## src/rtl/rv32i_pkg.sv

```systemverilog
// Purpose: shared RV32I decode types: opcodes, immediate selector, control flags, decoded entry.
// Latency: n/a. This file holds declarations only.
// Backpressure: n/a.
package rv32i_pkg;

    // pc/imm fields are stored at the widest legal XLEN. Users slice them down to their own XLEN.
    localparam int XLEN_MAX = 64;

    localparam logic [6:0] OP_LOAD   = 7'b0000011;
    localparam logic [6:0] OP_STORE  = 7'b0100011;
    localparam logic [6:0] OP_REG    = 7'b0110011;
    localparam logic [6:0] OP_BRANCH = 7'b1100011;
    localparam logic [6:0] OP_IMM    = 7'b0010011;
    localparam logic [6:0] OP_JAL    = 7'b1101111;
    localparam logic [6:0] OP_JALR   = 7'b1100111;
    localparam logic [6:0] OP_LUI    = 7'b0110111;
    localparam logic [6:0] OP_AUIPC  = 7'b0010111;

    typedef enum logic [2:0] {
        IMM_I = 3'd0,
        IMM_S = 3'd1,
        IMM_B = 3'd2,
        IMM_J = 3'd3,
        IMM_U = 3'd4
    } imm_sel_e;

    typedef struct packed {
        logic reg_we;
        logic mem_re;
        logic mem_we;
        logic branch;
        logic jump;
        logic alu_src_imm;
    } ctrl_t;

    typedef struct packed {
        logic [XLEN_MAX-1:0] pc;
        logic [4:0]          rs1;
        logic [4:0]          rs2;
        logic [4:0]          rd;
        imm_sel_e            imm_sel;
        logic [XLEN_MAX-1:0] imm;
        ctrl_t               ctrl;
        logic                illegal;
    } decoded_t;

endpackage

```

## src/rtl/rv32i_imm_gen.sv

```systemverilog
// Purpose: RV32I immediate generator. It maps instr[31:7] and imm_sel to an XLEN-bit sign-extended immediate.
// Latency: combinational, no registers.
// Backpressure: none; this is pure logic.
// Ports: instr (instruction bits 31:7), imm_sel (I/S/B/J/U), imm (sign-extended result).
module rv32i_imm_gen
    import rv32i_pkg::*;
#(
    parameter int XLEN = 32
) (
    input  logic [31:7]     instr,
    input  imm_sel_e        imm_sel,
    output logic [XLEN-1:0] imm
);

    logic [31:0] imm32;

    always_comb begin
        imm32 = '0;
        case (imm_sel)
            IMM_I:   imm32 = {{20{instr[31]}}, instr[31:20]};
            IMM_S:   imm32 = {{20{instr[31]}}, instr[31:25], instr[11:7]};
            IMM_B:   imm32 = {{19{instr[31]}}, instr[31], instr[7], instr[30:25], instr[11:8], 1'b0};
            IMM_J:   imm32 = {{11{instr[31]}}, instr[31], instr[19:12], instr[20], instr[30:21], 1'b0};
            IMM_U:   imm32 = {instr[31:12], 12'b0};
            default: imm32 = '0;
        endcase
    end

    // Every format takes its sign from instr[31]. Widening as signed therefore extends correctly to XLEN=64.
    assign imm = XLEN'($signed(imm32));

endmodule

```

## src/rtl/rv32i_decode_stage.sv

```systemverilog
// Purpose: registered RV32I decode stage that sits between fetch and execute.
// Latency: an entry accepted at an edge is presented right after that edge when the buffer was empty.
// Backpressure: a 2-entry skid buffer (M drives the outputs, S absorbs one entry). in_ready = !S.valid is registered.
// Ports: clk/rst (asynchronous active-high reset); flush drops all entries.
//        in_* is the fetch handshake with pc and instr. out_* is the decoded entry towards execute.
module rv32i_decode_stage
    import rv32i_pkg::*;
#(
    parameter int XLEN      = 32,
    parameter int IMM_SEL_W = 3,
    parameter bit EN_AUIPC  = 1'b1
) (
    input  logic                 clk,
    input  logic                 rst,
    input  logic                 flush,
    input  logic                 in_valid,
    output logic                 in_ready,
    input  logic [XLEN-1:0]      in_pc,
    input  logic [31:0]          in_instr,
    output logic                 out_valid,
    input  logic                 out_ready,
    output logic [XLEN-1:0]      out_pc,
    output logic [4:0]           out_rs1,
    output logic [4:0]           out_rs2,
    output logic [4:0]           out_rd,
    output logic [IMM_SEL_W-1:0] out_imm_sel,
    output logic [XLEN-1:0]      out_imm,
    output ctrl_t                out_ctrl,
    output logic                 out_illegal
);

    imm_sel_e        dec_sel;
    ctrl_t           dec_ctrl;
    logic            dec_ill;
    logic [XLEN-1:0] dec_imm;
    decoded_t        dec;

    decoded_t        m_q;
    decoded_t        s_q;
    logic            m_vld;
    logic            s_vld;
    logic            accept;

    rv32i_imm_gen #(.XLEN(XLEN)) u_imm_gen (
        .instr   (in_instr[31:7]),
        .imm_sel (dec_sel),
        .imm     (dec_imm)
    );

    // alu_src_imm marks an immediate that feeds ALU operand B.
    // This applies to the I/S/U formats, and jalr uses it for its rs1+imm target.
    always_comb begin
        dec_sel  = IMM_I;
        dec_ctrl = '0;
        dec_ill  = 1'b0;
        case (in_instr[6:0])
            OP_LOAD:   begin dec_ctrl.reg_we = 1'b1; dec_ctrl.mem_re = 1'b1; dec_ctrl.alu_src_imm = 1'b1; end
            OP_STORE:  begin dec_sel = IMM_S; dec_ctrl.mem_we = 1'b1; dec_ctrl.alu_src_imm = 1'b1; end
            OP_REG:    begin dec_ctrl.reg_we = 1'b1; end
            OP_BRANCH: begin dec_sel = IMM_B; dec_ctrl.branch = 1'b1; end
            OP_IMM:    begin dec_ctrl.reg_we = 1'b1; dec_ctrl.alu_src_imm = 1'b1; end
            OP_JAL:    begin dec_sel = IMM_J; dec_ctrl.jump = 1'b1; dec_ctrl.reg_we = 1'b1; end
            OP_JALR:   begin dec_ctrl.jump = 1'b1; dec_ctrl.reg_we = 1'b1; dec_ctrl.alu_src_imm = 1'b1; end
            OP_LUI:    begin dec_sel = IMM_U; dec_ctrl.reg_we = 1'b1; dec_ctrl.alu_src_imm = 1'b1; end
            OP_AUIPC: begin
                if (EN_AUIPC) begin
                    dec_sel = IMM_U; dec_ctrl.reg_we = 1'b1; dec_ctrl.alu_src_imm = 1'b1;
                end else begin
                    dec_ill = 1'b1;
                end
            end
            default:   dec_ill = 1'b1;
        endcase
    end

    always_comb begin
        dec         = '0;
        dec.pc      = XLEN_MAX'(in_pc);
        dec.rs1     = in_instr[19:15];
        dec.rs2     = in_instr[24:20];
        dec.rd      = in_instr[11:7];
        dec.imm_sel = dec_sel;
        dec.imm     = dec_ill ? '0 : XLEN_MAX'(dec_imm);
        dec.ctrl    = dec_ctrl;
        dec.illegal = dec_ill;
    end

    assign in_ready = !s_vld;
    assign accept   = in_valid && in_ready;

    // An empty M implies an empty S. So when M frees up, S is drained first, and only then is a new entry taken in.
    always_ff @(posedge clk or posedge rst) begin
        if (rst) begin
            m_vld <= 1'b0;
            s_vld <= 1'b0;
            m_q   <= '0;
            s_q   <= '0;
        end else if (flush) begin
            m_vld <= 1'b0;
            s_vld <= 1'b0;
        end else if (!m_vld || out_ready) begin
            if (s_vld) begin
                m_q   <= s_q;
                m_vld <= 1'b1;
                s_vld <= 1'b0;
            end else if (accept) begin
                m_q   <= dec;
                m_vld <= 1'b1;
            end else begin
                m_vld <= 1'b0;
            end
        end else if (accept) begin
            s_q   <= dec;
            s_vld <= 1'b1;
        end
    end

    assign out_valid   = m_vld;
    assign out_pc      = m_q.pc[XLEN-1:0];
    assign out_rs1     = m_q.rs1;
    assign out_rs2     = m_q.rs2;
    assign out_rd      = m_q.rd;
    assign out_imm_sel = IMM_SEL_W'(m_q.imm_sel);
    assign out_imm     = m_q.imm[XLEN-1:0];
    assign out_ctrl    = m_q.ctrl;
    assign out_illegal = m_q.illegal;

    // When XLEN is narrower than storage, the upper bits of M are don't-care. They are collected here so that they are visibly unused.
    if (XLEN < XLEN_MAX) begin : g_narrow
        logic unused_hi;
        assign unused_hi = ^{m_q.pc[XLEN_MAX-1:XLEN], m_q.imm[XLEN_MAX-1:XLEN]};
    end

endmodule

```

## config.mk

```make
export PLATFORM = sky130hd
export DESIGN_NAME = rv32i_decode_stage
export DESIGN_NICKNAME = d
export VERILOG_FILES = /design/src/rtl/rv32i_pkg.sv /design/src/rtl/rv32i_imm_gen.sv /design/src/rtl/rv32i_decode_stage.sv
export SDC_FILE = /design/constraint.sdc
export NUM_CORES = 1
export LEC_CHECK = 0
export BUFFER_PORTS_ARGS = -buffer_cell sky130_fd_sc_hd__buf_2
export CORE_MARGIN = 2
export CORE_UTILIZATION = 52
export CTS_CLUSTER_DIAMETER = 120
export CTS_CLUSTER_SIZE = 16
export DETAILED_ROUTE_END_ITERATION = 7
export PLACE_DENSITY = 0.73
export SLEW_MARGIN = 10
export SYNTH_ARGS = -nofsm -noshare
export SYNTH_HDL_FRONTEND = slang
export SYNTH_HIERARCHICAL = 1
export SYNTH_SLANG_ARGS = --single-unit
```

## constraint.sdc

```tcl
create_clock -name clk -period 7 [get_ports clk]
set_input_delay 1.4 -clock clk [delete_from_list [all_inputs] [get_ports clk]]
set_output_delay 1.4 -clock clk [all_outputs]
set_load 0.05 [all_outputs]
```

==> metrics.md <==
| Metric | Value |
|---|---|
| Seq/Total Area, Yosys | `53.5%` |
| GRT Max-Usage Layer | `met2` |
| Global placer's final weighted congestion | `0.854` |
| Initial detailed-routing violation count | `667` |
| Post-synth top flop | `sky130_fd_sc_hd__dfrtp_1` |
| Core Rows | `46` |
| Level count of the clock H-tree | `4` |
| Worst-path clk slew | `0.07 ns` |
| Number of antenna violations at the first check in global routing | `0` |
| Count of final hold-check violations | `0` |
| Main area contributors after synthesis | `sky130_fd_sc_hd__dfrtp_1 53%, sky130_fd_sc_hd__nand2_1 12%, sky130_fd_sc_hd__mux2i_1 6.3%` |
| Cell family with the largest share of critical-path delay | `simple AND/OR/NAND/NOR gates` |
| Critical path capture point type | `flop` |
| Final Cycle Share | `51.1%` |
| Library cell contributing the largest single delay on the critical path | `sky130_fd_sc_hd__inv_1` |
| Tot GR Track Use | `25.4%` |
| Quantity of I/O buffers inserted on ports | `159` |
| Vias in the first global route | `6717` |
| Share of async-settable or async-resettable flops after synthesis | `100%` |
| First-pass GRT wire length | `35300 um` |
| Number of max-slew violations in the final report | `0` |
| Worst vdd ir | `0.000184 V` |
| Remaining Overflow, GRT | `0` |
| Peak per-stage delay on the critical path | `0.59 ns` |
| Power density normalized to cell area | `302 nW/um2` |
| Number of storage elements in the synthesis netlist | `180` |
| Slew at the pin with the worst max-slew slack | `1.15 ns` |
| Register area | `4510 um2` |
| Filler-free cell count of the finished design | `1266` |
| Number of clock sinks seen by CTS | `180` |
| Total clock buffers created by CTS | `17` |
| Post-layout nets | `1106` |
| F_max | `280 MHz` |
| Final worst clock skew | `0.00847 ns` |
| WP data required | `7.35 ns` |
| Number of placed instances with taps included | `1234` |
| Post-Syn Area | `8420 um2` |
| Top-count cell post-synth | `sky130_fd_sc_hd__nand2_1` |
| Number of gates resized after CTS | `0` |
| Largest area contributor in the synthesized netlist | `sky130_fd_sc_hd__dfrtp_1` |
| Syn-to-layout area delta | `17.5%` |
| Count of cell instances traversed by the critical path | `9` |
| GRT met3 Usage | `4.90%` |
| Area of the multi-input gates | `3570 um2` |
| Cell count after synthesis | `925` |
| Synth Net Count | `994` |
| Setup repair after global routing missed its margin | `false` |
| Deepest clock path buffer count | `2` |
| Time the final worst path needs with I/O delays and setup | `3.58 ns` |
| Starting utilization of the core area | `53.2%` |
| Worst setup SP type | `input pin` |
| Met1 track utilization from global routing | `35.6%` |
| Max cap viols | `0` |
| Proportion of netlist area held by the largest area contributor | `53.5%` |
| Number of synthesized flops with an enable pin | `0` |
| Number of warnings issued by yosys | `6` |
| Root buffer cell | `sky130_fd_sc_hd__clkbuf_16` |
| Core region area | `15800 um2` |
| Cell types with the highest counts after synthesis | `269 x sky130_fd_sc_hd__nand2_1, 180 x sky130_fd_sc_hd__dfrtp_1, 99 x sky130_fd_sc_hd__o21ai_0, 53 x sky130_fd_sc_hd__mux2i_1, 45 x sky130_fd_sc_hd__clkbuf_1` |
| Die area | `17200 um2` |
| Clock latency on the worst-skew pair | `0.43 ns` |
| Die W | `131 um` |
| Max FO, Critical Path | `24` |
| Aggregate routed wire length | `21700 um` |
| Via count | `7042` |
| Placed wire-length estimate | `13300 um` |
| Number of library cell types mapped by synthesis | `49` |
| Largest net degree at the start of global routing | `98` |
| Diode insertion count for antenna repair | `0` |
| Via-to-Cell Ratio | `5.56` |
| Number of remaining DRC errors | `0` |
| Leak pwr | `4.59 nW` |
| Relative slew slack | `23.3%` |
| Crit path DAT | `3.92 ns` |
| Antenna Nets Post-Route | `0` |
| Number of setup violations in the final report | `0` |
| Die height | `131 um` |
| Number of buffers and inverters on the critical path | `2` |
| Global routing met2 resource utilization | `40.0%` |
| Path depth of the worst reg2reg path | `3` |
| Hold Crit Depth | `2` |
| Worst setup path category | `in -> reg` |
| Filler Cell Count | `1356` |
| CTS Hold Bufs | `0` |
| TritonCTS clock tree | `built` |
| Share of post-route cells with drive strength above 1 | `20.9%` |
| Min-Delay Path Class | `reg -> reg` |
| Result of the run | `finished clean` |
| Series of cell instances along the critical path | `buf_2 -> and2_1 -> nand3b_1 -> inv_1 -> nor2b_1 -> a21oi_1 -> o22ai_1 -> o211ai_1 -> a31oi_1` |
| Routed wirelength normalized by instance count | `17.2 um` |
| Post-route setup TNS | `0 ns` |
| Count of buffers added by post-CTS timing repair for setup | `0` |
| Post-layout util | `62.5%` |
| Total I/O pin count | `160` |
| DR pass1 iterations | `6` |
| Synthesized area per cell | `9.10 um2` |
==> per-layer routing <==
metal | routed length, um | vias up
met4 | 294 | 0
met5 | 0 | -
met3 | 1420 | 30
met1 | 9680 | 3360
li1 | - | 3390
met2 | 10300 | 262
==> kinds of logic after synthesis <==
| group | after synthesis | synth area share (%) |
|---|---|---|
| xor+xnor | 2 | 0.431 |
| compound gates | 250 | 17.6 |
| mux | 54 | 6.43 |
| buf+inv | 84 | 4.58 |
| simple gates | 355 | 17.4 |
| flops | 180 | 53.5 |
==> cell type report <==
class / count / area share [%]
flip-flops and latches: 180 / 45.6
multi-input cells: 661 / 36.0
repair buffers: 171 / 8.96
clock buffers: 19 / 4.58
well taps: 216 / 2.73
clock inverters: 13 / 1.83
inverters: 6 / 0.278
==> cell usage in the layout, fill, tap and decap left out, types with 5 or more instances in the layout <==
cell / instances
sky130_fd_sc_hd__dfrtp_1: 179
sky130_fd_sc_hd__clkbuf_16: 17
sky130_fd_sc_hd__a21oi_1: 24
sky130_fd_sc_hd__o22ai_1: 8
sky130_fd_sc_hd__nor2b_1: 11
sky130_fd_sc_hd__nor2_1: 42
sky130_fd_sc_hd__mux2i_1: 53
sky130_fd_sc_hd__nor3_1: 6
sky130_fd_sc_hd__a21o_1: 10
sky130_fd_sc_hd__buf_4: 12
sky130_fd_sc_hd__o211ai_1: 36
sky130_fd_sc_hd__nand2_1: 269
sky130_fd_sc_hd__o21ai_0: 99
sky130_fd_sc_hd__a31oi_1: 32
sky130_fd_sc_hd__o21a_1: 5
sky130_fd_sc_hd__nand2b_1: 6
sky130_fd_sc_hd__buf_2: 159
sky130_fd_sc_hd__o21ai_1: 21
==> flip-flops by register name (all words and copies together) (netlist names) <==
signal / cells
out_pc: 32
out_rd: 5
s_vld: 1
out_ctrl: 6
out_valid: 1
out_rs1: 5
out_rs2: 5
out_illegal: 1
s_q: 89
out_imm: 32
out_imm_sel: 3
==> per-stage QoR <==
step                cell area (um2)  setup WS (ns)  hold slack (ns)  power, mW
global placement               9260           3.16            0.455       1.97
CTS                            9890           3.52            0.478       3.00
floorplan                      8420          0.713            0.445       1.79
detailed placement             9260           3.12            0.462       1.98
global route                   9890           3.27            0.488       3.12
finish                         9890           3.42            0.471       2.98
==> where the power goes <==
group | leakage, nW | total (mW) | switching (mW) | internal (mW)
Clock | 0.309 | 1.02 | 0.405 | 0.616
Combinational | 1.99 | 0.682 | 0.514 | 0.167
Sequential | 2.29 | 1.28 | 0.0873 | 1.19
==> worst paths after layout <==
path	startpoint	end	slack (ns)
worst max-delay path	in_instr[0]	out_imm[17]	3.42
worst min-delay path	out_pc[16]	out_pc[16]	0.47
worst max register to register	s_vld	s_q[72]	3.82
worst min register to register	out_pc[16]	out_pc[16]	0.47
max in group asynchronous	rst	s_vld	4.38
min in group asynchronous	rst	out_pc[15]	1.07
==> worst min-delay path: stages (launching register included) <==
cell and delay (ns):
sky130_fd_sc_hd__dfrtp_1 0.34, sky130_fd_sc_hd__nand2_1 0.04, sky130_fd_sc_hd__o21ai_0 0.06
Power figures use the tool's default switching activity.
